**src/rtl/matrix_frame_writer.sv**
```systemverilog
// Wishbone master that packs a 64-pixel xRGB raster into eight 32-bit row words for the matrix
// driver. Define MATRIX_FRAME_READBACK_EN to read each row back and verify it after the write.
module matrix_frame_writer #(
    parameter int unsigned WB_DATA_WIDTH = 32,
    parameter int unsigned ROW_COUNT     = 8,
    parameter int unsigned WB_ADDR_WIDTH = $clog2(ROW_COUNT),
    parameter int unsigned WB_SEL_WIDTH  = WB_DATA_WIDTH / 8,
    parameter int unsigned ACK_TIMEOUT   = 16
) (
    input  logic                     clk,
    input  logic                     reset_n,
    input  logic                     i_pix_valid,
    input  logic [3:0]               i_pix_data,
    input  logic                     i_pix_last,
    output logic                     o_pix_ready,
    output logic                     o_busy,
    output logic                     o_frame_done,
    output logic                     o_frame_err,
    output logic                     o_wb_cyc,
    output logic                     o_wb_stb,
    output logic                     o_wb_we,
    output logic [WB_ADDR_WIDTH-1:0] o_wb_addr,
    output logic [WB_SEL_WIDTH-1:0]  o_wb_sel,
    output logic [WB_DATA_WIDTH-1:0] o_wb_wdata,
    input  logic                     i_wb_ack,
    input  logic                     i_wb_stall,
    input  logic [WB_DATA_WIDTH-1:0] i_wb_rdata
);
    localparam int unsigned TimerWidth = $clog2(ACK_TIMEOUT + 1);
    localparam logic [WB_ADDR_WIDTH-1:0] LastIdx = WB_ADDR_WIDTH'(ROW_COUNT - 1);
    localparam logic [TimerWidth-1:0] TimerMax = TimerWidth'(ACK_TIMEOUT - 1);

`ifdef MATRIX_FRAME_READBACK_EN
    typedef enum logic [2:0] {StCollect, StWrite, StWaitAck, StDone, StRstb, StRwait} state_e;
`else
    typedef enum logic [1:0] {StCollect, StWrite, StWaitAck, StDone} state_e;
`endif

    state_e state_q, state_d;
    logic [WB_ADDR_WIDTH-1:0] col_q, row_q, addr_q;
    logic [WB_DATA_WIDTH-1:0] word_q, word_next, wdata_q;
    logic [TimerWidth-1:0] timer_q;
    logic last_q, sel_on_q, err_q;
    logic accept, row_end, frame_err, frame_over;
    logic req, wait_st, taken, ack_ok, timeout;
    logic advance, bus_err, timer_clr;

    assign accept     = i_pix_valid && (state_q == StCollect);
    assign row_end    = accept && (i_pix_last || col_q == LastIdx);
    // Last must land exactly on the final pixel of the final row.
    assign frame_err  = accept && (i_pix_last != (row_q == LastIdx && col_q == LastIdx));
    assign frame_over = last_q || (row_q == LastIdx);

`ifdef MATRIX_FRAME_READBACK_EN
    assign req     = (state_q == StWrite) || (state_q == StRstb);
    assign wait_st = (state_q == StWaitAck) || (state_q == StRwait);
`else
    assign req     = (state_q == StWrite);
    assign wait_st = (state_q == StWaitAck);
    logic unused_rdata;
    assign unused_rdata = ^i_wb_rdata;
`endif

    assign taken   = req && !i_wb_stall;
    assign ack_ok  = i_wb_ack && (taken || wait_st);
    assign timeout = (req || wait_st) && (timer_q == TimerMax);

    always_comb begin
        word_next = word_q;
        word_next[WB_DATA_WIDTH - 1 - 4 * int'(col_q) -: 4] = i_pix_data;
    end

    always_ff @(posedge clk or negedge reset_n) begin
        if (!reset_n) begin
            state_q <= StCollect;
        end else begin
            state_q <= state_d;
        end
    end

    always_comb begin
        state_d = state_q;
        advance = 1'b0;
        bus_err = 1'b0;
        unique case (state_q)
            StCollect: begin
                if (row_end) state_d = StWrite;
            end
            StWrite, StWaitAck: begin
                if (ack_ok || timeout) begin
                    bus_err = !ack_ok;
`ifdef MATRIX_FRAME_READBACK_EN
                    state_d = StRstb;
`else
                    advance = 1'b1;
                    state_d = frame_over ? StDone : StCollect;
`endif
                end else if (taken) begin
                    state_d = StWaitAck;
                end
            end
`ifdef MATRIX_FRAME_READBACK_EN
            StRstb, StRwait: begin
                if (ack_ok || timeout) begin
                    bus_err = !ack_ok || (i_wb_rdata != wdata_q);
                    advance = 1'b1;
                    state_d = frame_over ? StDone : StCollect;
                end else if (taken) begin
                    state_d = StRwait;
                end
            end
`endif
            StDone:  state_d = StCollect;
            default: state_d = StCollect;
        endcase
    end

    // The ack timer restarts at the start of every bus request (write, and read if enabled).
    always_comb begin
        timer_clr = !(req || wait_st);
`ifdef MATRIX_FRAME_READBACK_EN
        if (state_d == StRstb && state_q != StRstb) timer_clr = 1'b1;
`endif
    end

    always_ff @(posedge clk or negedge reset_n) begin
        if (!reset_n) begin
            col_q    <= '0;
            row_q    <= '0;
            addr_q   <= '0;
            word_q   <= '0;
            wdata_q  <= '0;
            timer_q  <= '0;
            last_q   <= 1'b0;
            sel_on_q <= 1'b0;
            err_q    <= 1'b0;
        end else begin
            err_q   <= frame_err || bus_err;
            timer_q <= timer_clr ? '0 : timer_q + 1'b1;
            if (accept) begin
                if (row_end) begin
                    word_q   <= '0;
                    col_q    <= '0;
                    wdata_q  <= word_next;
                    addr_q   <= row_q;
                    last_q   <= i_pix_last;
                    sel_on_q <= 1'b1;
                end else begin
                    word_q <= word_next;
                    col_q  <= col_q + 1'b1;
                end
            end
            if (advance) row_q <= row_q + 1'b1;
            if (state_q == StDone) begin
                row_q  <= '0;
                last_q <= 1'b0;
            end
        end
    end

    always_comb begin
        o_pix_ready  = (state_q == StCollect);
        o_busy       = !((state_q == StCollect) && (col_q == '0));
        o_frame_done = (state_q == StDone);
        o_wb_cyc     = req || wait_st;
        o_wb_stb     = req;
        o_wb_we      = (state_q == StWrite) || (state_q == StWaitAck);
    end

    assign o_frame_err = err_q;
    assign o_wb_addr   = addr_q;
    assign o_wb_wdata  = wdata_q;
    assign o_wb_sel    = {WB_SEL_WIDTH{sel_on_q}};

endmodule

```
**config.mk**
```make
export PLATFORM = sky130hd
export DESIGN_NAME = matrix_frame_writer
export DESIGN_NICKNAME = d
export VERILOG_FILES = /design/src/rtl/matrix_frame_writer.sv
export SDC_FILE = /design/constraint.sdc
export NUM_CORES = 1
export LEC_CHECK = 0
export ABC_AREA = 1
export BUFFER_PORTS_ARGS = -buffer_cell sky130_fd_sc_hd__buf_2
export CORE_UTILIZATION = 49
export CTS_CLUSTER_DIAMETER = 120
export DETAILED_ROUTE_END_ITERATION = 10
export PLACE_DENSITY = 0.87
export SYNTH_ARGS = -nofsm -noshare
export SYNTH_HDL_FRONTEND = slang
export SYNTH_SLANG_ARGS = --single-unit
export TNS_END_PERCENT = 50
```
**constraint.sdc**
```tcl
create_clock -name clk -period 1.65 [get_ports clk]
set_input_delay 0.2475 -clock clk [delete_from_list [all_inputs] [get_ports clk]]
set_output_delay 0.2475 -clock clk [all_outputs]
set_load 0.02 [all_outputs]
```
# Word level (Yosys, flattened, before mapping)
# Cells that the tools add are included.
# Widths: inputs -> output; s select.
# word_totals
regBits	83
inputBits	42
output_inout_bits	46
# classes
add_sub_neg	5
n_eq_ne	9
n_shift	2
muxes	18
n_reduce_logical	26
# op_table
operator	count
$shift 4x34->35 const A	1
$shiftx 4x34->35	1
$neg 32->34	1
$bwmux 32	1
$mux 32	1
$mux 3	3
$logic_and 1x1->1	8
$mux 2	4
$mux 1	7
$add 3x1->3 const B	2
$eq 3x3->1 const B	2
$logic_or 1x1->1	6
$pmux 2 s3	1
$reduce_and 2->1	3
$reduce_bool 2->1	3
$sub 5x5->6 const A	1
$add 5x1->5 const B	1
$eq 5x4->1 const B	1
$mux 5	1
$eq 2x2->1 const B	2
$logic_not 1->1	3
$logic_not 3->1	1
$ne 3x3->1 const B	1
$eq 2x1->1 const B	1
4 further kinds	4

# Depth between registers and ports, before layout
# Gate-level depths: netlist (run 1).
# logic_depth
ltp_word	9
mapped_depth	11

# Worst setup path before layout (run 1)
# OpenSTA, ideal clock, no wires.
# synth_path
path_kind	flip-flop to flip-flop
start	reg col_q[0]
end	reg state_q[0]
setup_ps	116
arrival_time_ps	1516
required_time_ps	1534
path_slack_ps	17
stages_incl_launch_ff	11
path_buffers	2
path_cell_list	dfrtp_1 ha_1 ha_1 buf_2 o21ai_2 buf_6 nand2_1 nand2_2 inv_1 nand2_1 nand2_1
# synth_via
elab_chain_cells	5
# synth_rtl
item	line_no	text
from (decl)	40	logic [WB_ADDR_WIDTH-1:0] col_q, row_q, addr_q;
from (signal assigned)	150	col_q <= col_q + 1'b1;
$eq 3x3->1	49	assign row_end = accept && (i_pix_last || col_q == LastIdx);
$logic_or 1x1->1	49	
$logic_and 1x1->1	49	
$ne 2x1->1 (no source line)	n/a	
$reduce_and 2->1 (no source line)	n/a	
to (signal assigned)	75	state_q <= StCollect;
to (signal assigned)	77	state_q <= state_d;
to (decl)	39	state_e state_q, state_d;
# Every way passes these cells.
# A chain may end at the register's enable or synchronous reset.

# Final worst setup path (run 1)
# layout_path
start	reg col_q[1]
end	out o_busy
# layout_via
elab_chain_cells	3
# layout_rtl
item	line_no	text
$logic_not 3->1	163	o_busy = !((state_q == StCollect) && (col_q == '0));
$logic_and 1x1->1	163	
$logic_not 1->1	163	
to (decl)	16	output logic o_busy,
# Every way passes these cells.

==> results of run 1 <==
## cell type report
type,count,share of cell area
Sequential cell,83,0.425
Multi-Input combinational cell,292,0.325
Timing Repair Buffer,91,0.150
Inverter,36,0.0330
Clock buffer,11,0.0310
Tap cell,99,0.0254
Clock inverter,4,0.0102
## state kept, by name, indices dropped and copies added, names as in the netlist
signal       flops
col_q            3
last_q           1
o_frame_err      1
o_wb_addr        3
o_wb_wdata      32
row_q            3
sel_on_q         1
state_q          2
timer_q          5
word_q          32
## what timing repair did
item	in CTS	in global routing
resized for setup	18	47
setup endpoints to repair	3	77
buffers inserted	6	4
cloned	1	6
hold endpoints to repair	39	0
hold buffers	1	0
pin swaps	2	8
## cell families (layout without fill, tap and decap cells)
logic type | count (synthesis) | in the layout
AO/OA/AOI/OAI | 107 | 107
adder cells (fa/ha/maj) | 14 | 14
buffers and inverters | 58 | 142
flip-flops | 83 | 83
AND/OR/NAND/NOR | 170 | 171
## cell usage after synthesis (all sizes together)
cell | count | area share
nand4 | 3 | 0.0049
clkinv | 2 | 0.0020
a21oi | 4 | 0.0052
o21ai | 92 | 0.13
a22oi | 1 | 0.0020
inv | 34 | 0.034
nor2 | 9 | 0.011
buf | 16 | 0.033
or2 | 1 | 0.0016
nand2 | 136 | 0.14
ha | 14 | 0.046
o22ai | 9 | 0.015
dfrtp | 83 | 0.54
clkbuf | 6 | 0.0062
nand3 | 21 | 0.031
o31ai | 1 | 0.0020
## through the flow
step | std cells | setup TNS (ns) | hold WS (ns) | instance area (um2) | setup WS, ns
finish | 616 | -0.0515 | 0.255 | 4890 | -0.0434
CTS | 606 | -0.0447 | 0.236 | 4620 | -0.0447
detailed placement | 583 | 0 | 0.258 | 4280 | 0.0184
floorplan | 432 | 0 | -0.0481 | 3840 | 0.0173
global route | 616 | -0.834 | 0.274 | 4890 | -0.0837
global placement | 583 | 0 | 0.246 | 4280 | 0.0466
## power by group through the flow
stage	clock network (mW)	registers (mW)	logic, mW
2_1_floorplan	0	3.56	2.12
3_3_place_gp	0	3.11	3.55
3_5_place_dp	0	3.15	3.67
4_1_cts	1.52	3.12	3.99
5_1_grt	1.60	3.25	4.90
6_report	1.49	3.16	4.49
## final timing paths
| check | start | end | slack (ns) | cells past startpoint |
|---|---|---|---|---|
| max | col_q[1]$_DFFE_PN0P_ | o_busy | -0.04 | 7 |
| min | i_pix_last | last_q$_DFFE_PN0P_ | 0.25 | 3 |
| max reg2reg | col_q[1]$_DFFE_PN0P_ | state_q[0]$_DFFE_PN0P_ | -0.01 | 10 |
| min reg2reg | o_wb_wdata[0]$_DFFE_PN0P_ | o_wb_wdata[0]$_DFFE_PN0P_ | 0.48 | 2 |
| max in group asynchronous | reset_n | last_q$_DFFE_PN0P_ | 0.67 | 3 |
| min in group asynchronous | reset_n | o_wb_wdata[11]$_DFFE_PN0P_ | 0.43 | 2 |
## critical path, cell delays in order (launching register included)
cell,delay (ns)
dfrtp_1,0.41
buf_6,0.13
inv_6,0.06
ha_4,0.15
inv_4,0.04
nor2_4,0.10
nand2_2,0.07
buf_6,0.13
## layer usage
layer | GRT usage | share of wire | vias to the layer above
li1 | - | - | 1581
met5 | 0 | 0 | -
met4 | 0.0927 | 0.023 | 0
met1 | 0.266 | 0.41 | 1588
met3 | 0.0522 | 0.062 | 19
met2 | 0.362 | 0.50 | 135
==> results.sh, run 1 <==
export IMPL_status="complete, but fails checks"
export IMPL_violations="setup timing"
export IMPL_start_kind="register"
export IMPL_synth_distinct_cells=27
export IMPL_synth_compound_area_frac=0.156
export IMPL_leakagePower_nw=2.40
export IMPL_die_w_um=90.6
export IMPL_cts_sinks=83
export IMPL_htreeDepth=3
export IMPL_drive_gt1_frac=0.292
export IMPL_p_int_mw=5.24
export IMPL_cts_tree="yes"
export IMPL_cts_buffers=9
export IMPL_synth_top_family_by_area="simple AND/OR/NAND/NOR gates"
export IMPL_p_clk_frac=0.163
export IMPL_most_common_layout_cells="nand2_1, dfrtp_1, o21ai_0"
export IMPL_synth_cell_area_mm2=0.00384
export IMPL_ioPinCount=88
export IMPL_tightest_slew_ns=0.520
export IMPL_yosys_register_bits=83
export IMPL_max_slew_margin_rel=0.653
export IMPL_synth_simple_area_share=0.183
export IMPL_cp_end_kind="output pin"
export IMPL_worstSetupPathType="register to output pin"
export IMPL_switchingPower_mw=3.90
export IMPL_synth_cells=432
export IMPL_multi_input_area_mm2=0.00159
export IMPL_synthXorXnorAreaFrac=0
export IMPL_firstDrtPassIters=5
export IMPL_viasPerCell=5.39
export IMPL_gp_congestion=0.849
export IMPL_cap_violations=0
export IMPL_vdd_ir_drop_max_v=0.00151
export IMPL_place_port_buffers=55
export IMPL_cts_reportedPaths_clkPinSlew_ns=0.08
export IMPL_muxShareOfSynthArea=0
export IMPL_dieArea_mm2=0.00820
export IMPL_fin_ws_ns=-0.0434
export IMPL_fin_util=0.660
export IMPL_period_minus_slack_ns=1.69
export IMPL_slew_viol_final=0
export IMPL_p_seq_frac=0.346
export IMPL_grt_pass1_wl_um=14200
export IMPL_seq_area_frac_synth=0.540
export IMPL_power_per_cell_area_mw_per_mm2=1870
export IMPL_antenna_left=0
export IMPL_num_vias=3323
export IMPL_fin_skew_ns=0.00653
export IMPL_cts_root_buf="clkbuf_8"
export IMPL_setup_viol=2
export IMPL_synthAdderAreaFrac=0.0456
export IMPL_hold_violations=0
export IMPL_syn_num_nets=488
export IMPL_die_y_um=90.6
export IMPL_grtUsageTotal=0.216
export IMPL_dp_hpwl_um=5610
export IMPL_grt_remaining_overflow=0
export IMPL_fin_nets=569
export IMPL_num_antenna_cells=0
export IMPL_hold_class="input port to register"
export IMPL_area_growth_pct=27.1
export IMPL_drt_iter0_markers=255
export IMPL_yosys_warnings=0
export IMPL_wirelength_um=9320
export IMPL_drc=0
export IMPL_total_power_mw=9.14
export IMPL_max_freq_ghz=0.591
export IMPL_fp_row_count=31
export IMPL_grt_pass1_vias=3186
export IMPL_wl_per_cell_um=15.1
export IMPL_pwr_share_comb=0.491
export IMPL_cp_max_fo=3
export IMPL_fillers=565
export IMPL_grt_max_degree=42
export IMPL_critical_path_arrival_ns=1.45
export IMPL_p_sw_frac=0.426
export IMPL_syn_area_per_cell_um2=8.90
export IMPL_coreArea_mm2=0.00741
export IMPL_rsz0062_at_grt="true"
export IMPL_worst_endpoint_required_ns=1.40
export IMPL_seq_area_mm2=0.00208
export IMPL_mostFrequentLayoutCell="nand2_1"
export IMPL_clock_path_buffers=2
export IMPL_timing_final_crit_share=1.03
export IMPL_grt_antenna_before_repair=0
export IMPL_clk_latency_ns=0.35
export IMPL_initial_utilization=0.519
Power figures use the tool's default switching activity.
==> run 2: changes to the inputs <==
- ABC_AREA: 1 -> unset
- CORE_UTILIZATION: 49 -> 48
- PLACE_DENSITY: 0.87 -> 0.86
==> run 2 against run 1 <==
Against the previous run:
- the run still ends with setup timing left
- sequential share of layout area fell by 0.18 points
- register-to-register slack worse by 0.11 ns
- first-iteration DRC count shrank 2.7%
- wire length is 0.63% higher
- hold slack better by 0.0011 ns
- area after synthesis shrank 1.2%
==> results.sh, run 2 <==
export IMPL_cp_end_kind="register"
export IMPL_synth_distinct_cells=42
export IMPL_grtUsageTotal=0.224
export IMPL_p_clk_frac=0.204
export IMPL_p_sw_frac=0.397
export IMPL_most_common_layout_cells="dfrtp_1, nand2_1, buf_2"
export IMPL_cts_buffers=9
export IMPL_ys_top_cells_by_area="dfrtp_1, nand2_1, nor2_1"
export IMPL_fin_ws_ns=-0.122
export IMPL_syn_area_per_cell_um2=9.77
export IMPL_reg2reg_from="col_q[0]$_DFFE_PN0P_"
export IMPL_worst_endpoint_required_ns=1.91
export IMPL_wirelength_um=9380
export IMPL_setup_viol=53
export IMPL_worstSetupPathType="register to register"
export IMPL_async_flop_share=1.00
export IMPL_mostFrequentLayoutCell="dfrtp_1"
export IMPL_leakagePower_nw=2.27
export IMPL_violations="setup timing"
export IMPL_start_kind="register"
export IMPL_coreArea_mm2=0.00769
export IMPL_firstDrtPassIters=5
export IMPL_drive_gt1_frac=0.342
export IMPL_status="complete, but fails checks"
export IMPL_max_slew_margin_rel=0.770
export IMPL_cap_violations=0
export IMPL_period_minus_slack_ns=1.77
export IMPL_ioPinCount=88
export IMPL_pwr_share_comb=0.464
export IMPL_synthTopCellsByCount="dfrtp_1, nand2_1, nor2_1"
export IMPL_place_port_buffers=55
export IMPL_hold_violations=0
export IMPL_switchingPower_mw=3.53
export IMPL_p_seq_frac=0.331
export IMPL_tightest_slew_ns=0.344
export IMPL_cp_max_fo=6
export IMPL_startpoint="col_q[0]$_DFFE_PN0P_"
export IMPL_fin_nets=522
export IMPL_yosys_most_used_dff="dfrtp_1"
export IMPL_yosysMostFrequentCell="dfrtp_1"
export IMPL_grt_max_degree=41
export IMPL_dp_hpwl_um=5570
export IMPL_grt_antenna_before_repair=0
export IMPL_total_power_mw=8.91
export IMPL_clk_latency_ns=0.37
export IMPL_antenna_left=0
export IMPL_htreeDepth=3
export IMPL_die_w_um=91.0
export IMPL_fillers=579
export IMPL_p_int_mw=5.37
export IMPL_synth_cells=389
export IMPL_synth_edf_count=0
export IMPL_slew_viol_final=0
export IMPL_yosys_register_bits=83
export IMPL_vdd_ir_drop_max_v=0.000945
export IMPL_max_freq_ghz=0.564
export IMPL_cts_tree="yes"
export IMPL_area_growth_pct=29.2
export IMPL_dieArea_mm2=0.00827
export IMPL_fin_util=0.638
export IMPL_hold_class="input port to register"
export IMPL_setup_tns_ns=-1.70
export IMPL_syn_num_nets=445
export IMPL_synth_top_cell_area_share=0.547
export IMPL_critical_path_arrival_ns=2.03
export IMPL_power_per_cell_area_mw_per_mm2=1820
export IMPL_drc=0
export IMPL_grt_pass1_vias=3070
export IMPL_fin_skew_ns=0.0149
export IMPL_cts_reportedPaths_clkPinSlew_ns=0.09
export IMPL_synth_area_leader_cell="dfrtp_1"
export IMPL_hp_start="i_pix_data[0]"
export IMPL_seq_area_frac_synth=0.547
export IMPL_initial_utilization=0.494
export IMPL_num_antenna_cells=0
export IMPL_yosys_warnings=0
export IMPL_gp_congestion=0.818
export IMPL_rsz0062_at_grt="true"
export IMPL_fp_row_count=32
export IMPL_die_y_um=91.0
export IMPL_drt_iter0_markers=248
export IMPL_grt_pass1_wl_um=14700
export IMPL_clock_path_buffers=2
export IMPL_placed_cells=547
export IMPL_wl_per_cell_um=16.4
export IMPL_synth_cell_area_mm2=0.00380
export IMPL_grt_remaining_overflow=0
export IMPL_timing_final_crit_share=1.07
export IMPL_cts_root_buf="clkbuf_8"
export IMPL_num_vias=3178
export IMPL_viasPerCell=5.55
export IMPL_stdcell_count=573
export IMPL_worst_hold_slack_ns=0.256
export IMPL_cts_sinks=83
==> run 2: cell count changes in the layout (fill, tap and decap cells not counted), moves of 12 or more <==
cell,previous run,this run
nand3_1,20,6
a21oi_1,4,16
inv_1,27,5
nor2_1,6,49
o21ai_0,55,12
nand2_1,125,54
==> run 2: cell type report <==
| cell class | instances | area [um2] | share of cell area |
|---|---|---|---|
| flip-flops and latches | 83 | 2080 | 0.423 |
| multi-input cells | 270 | 1770 | 0.360 |
| repair buffers | 93 | 647 | 0.132 |
| clock buffers | 10 | 138 | 0.0280 |
| well taps | 102 | 128 | 0.0260 |
| clock inverters | 6 | 111 | 0.0227 |
| inverters | 9 | 38.8 | 0.00790 |
==> run 2: repair_timing <==
item	CTS	global route
pin swaps	6	9
buffers inserted	5	3
hold buffers	1	0
gates resized for setup	32	57
gates cloned	0	1
setup endpoints to repair	33	69
hold endpoints to repair	21	0
==> run 2: power by group through the flow <==
stage	Sequential [mW]	Clock [mW]	Combinational (mW)
floorplan	3.33	0	1.94
global placement	2.92	0	3.41
detailed placement	2.95	0	3.51
CTS	2.93	1.81	3.79
global route	3.02	1.90	4.51
finish	2.95	1.82	4.14
==> run 2: worst max-delay path, cell delays in order (launching register included) <==
cell	delay, ns
dfrtp_1	0.40
buf_4	0.13
ha_2	0.21
ha_4	0.20
nor2_4	0.07
nand2_4	0.14
and2b_2	0.26
a22o_1	0.24
==> run 2: metrics by stage <==
stage	area, um2	setup WS, ns
after CTS	4720	-0.0775
after detailed placement	4330	-0.133
final	4910	-0.122
after global routing	4910	-0.169
after global placement	4330	-0.0558
after floorplan	3820	-0.0117
==> run 2: logic make-up after synthesis <==
family / after synthesis / share of synthesized area
simple gates: 149 / 0.177
compound gates: 99 / 0.162
flops: 83 / 0.547
buf+inv: 36 / 0.0481
fa+ha+maj: 14 / 0.0461
xor+xnor: 4 / 0.00922
mux: 4 / 0.0105
==> run 2: final timing paths <==
| check | to | cells after the start | slack, ns |
|---|---|---|---|
| setup / recovery | word_q[19]$_DFFE_PN0P_ | 7 | -0.12 |
| hold / removal | o_wb_wdata[28]$_DFFE_PN0P_ | 3 | 0.26 |
| setup reg to reg | word_q[19]$_DFFE_PN0P_ | 7 | -0.12 |
| hold reg to reg | o_wb_addr[1]$_DFFE_PN0P_ | 2 | 0.48 |
| max in group asynchronous | o_wb_wdata[19]$_DFFE_PN0P_ | 3 | 0.71 |
| min in group asynchronous | word_q[20]$_DFFE_PN0P_ | 2 | 0.34 |
==> run 2: per-layer routing <==
| metal | vias to the layer above | GRT usage | part of all wire |
|---|---|---|---|
| met5 | - | 0 | 0 |
| met4 | 0 | 0.106 | 0.021 |
| met3 | 17 | 0.0519 | 0.059 |
| met2 | 104 | 0.361 | 0.50 |
| met1 | 1563 | 0.287 | 0.41 |
| li1 | 1494 | - | - |
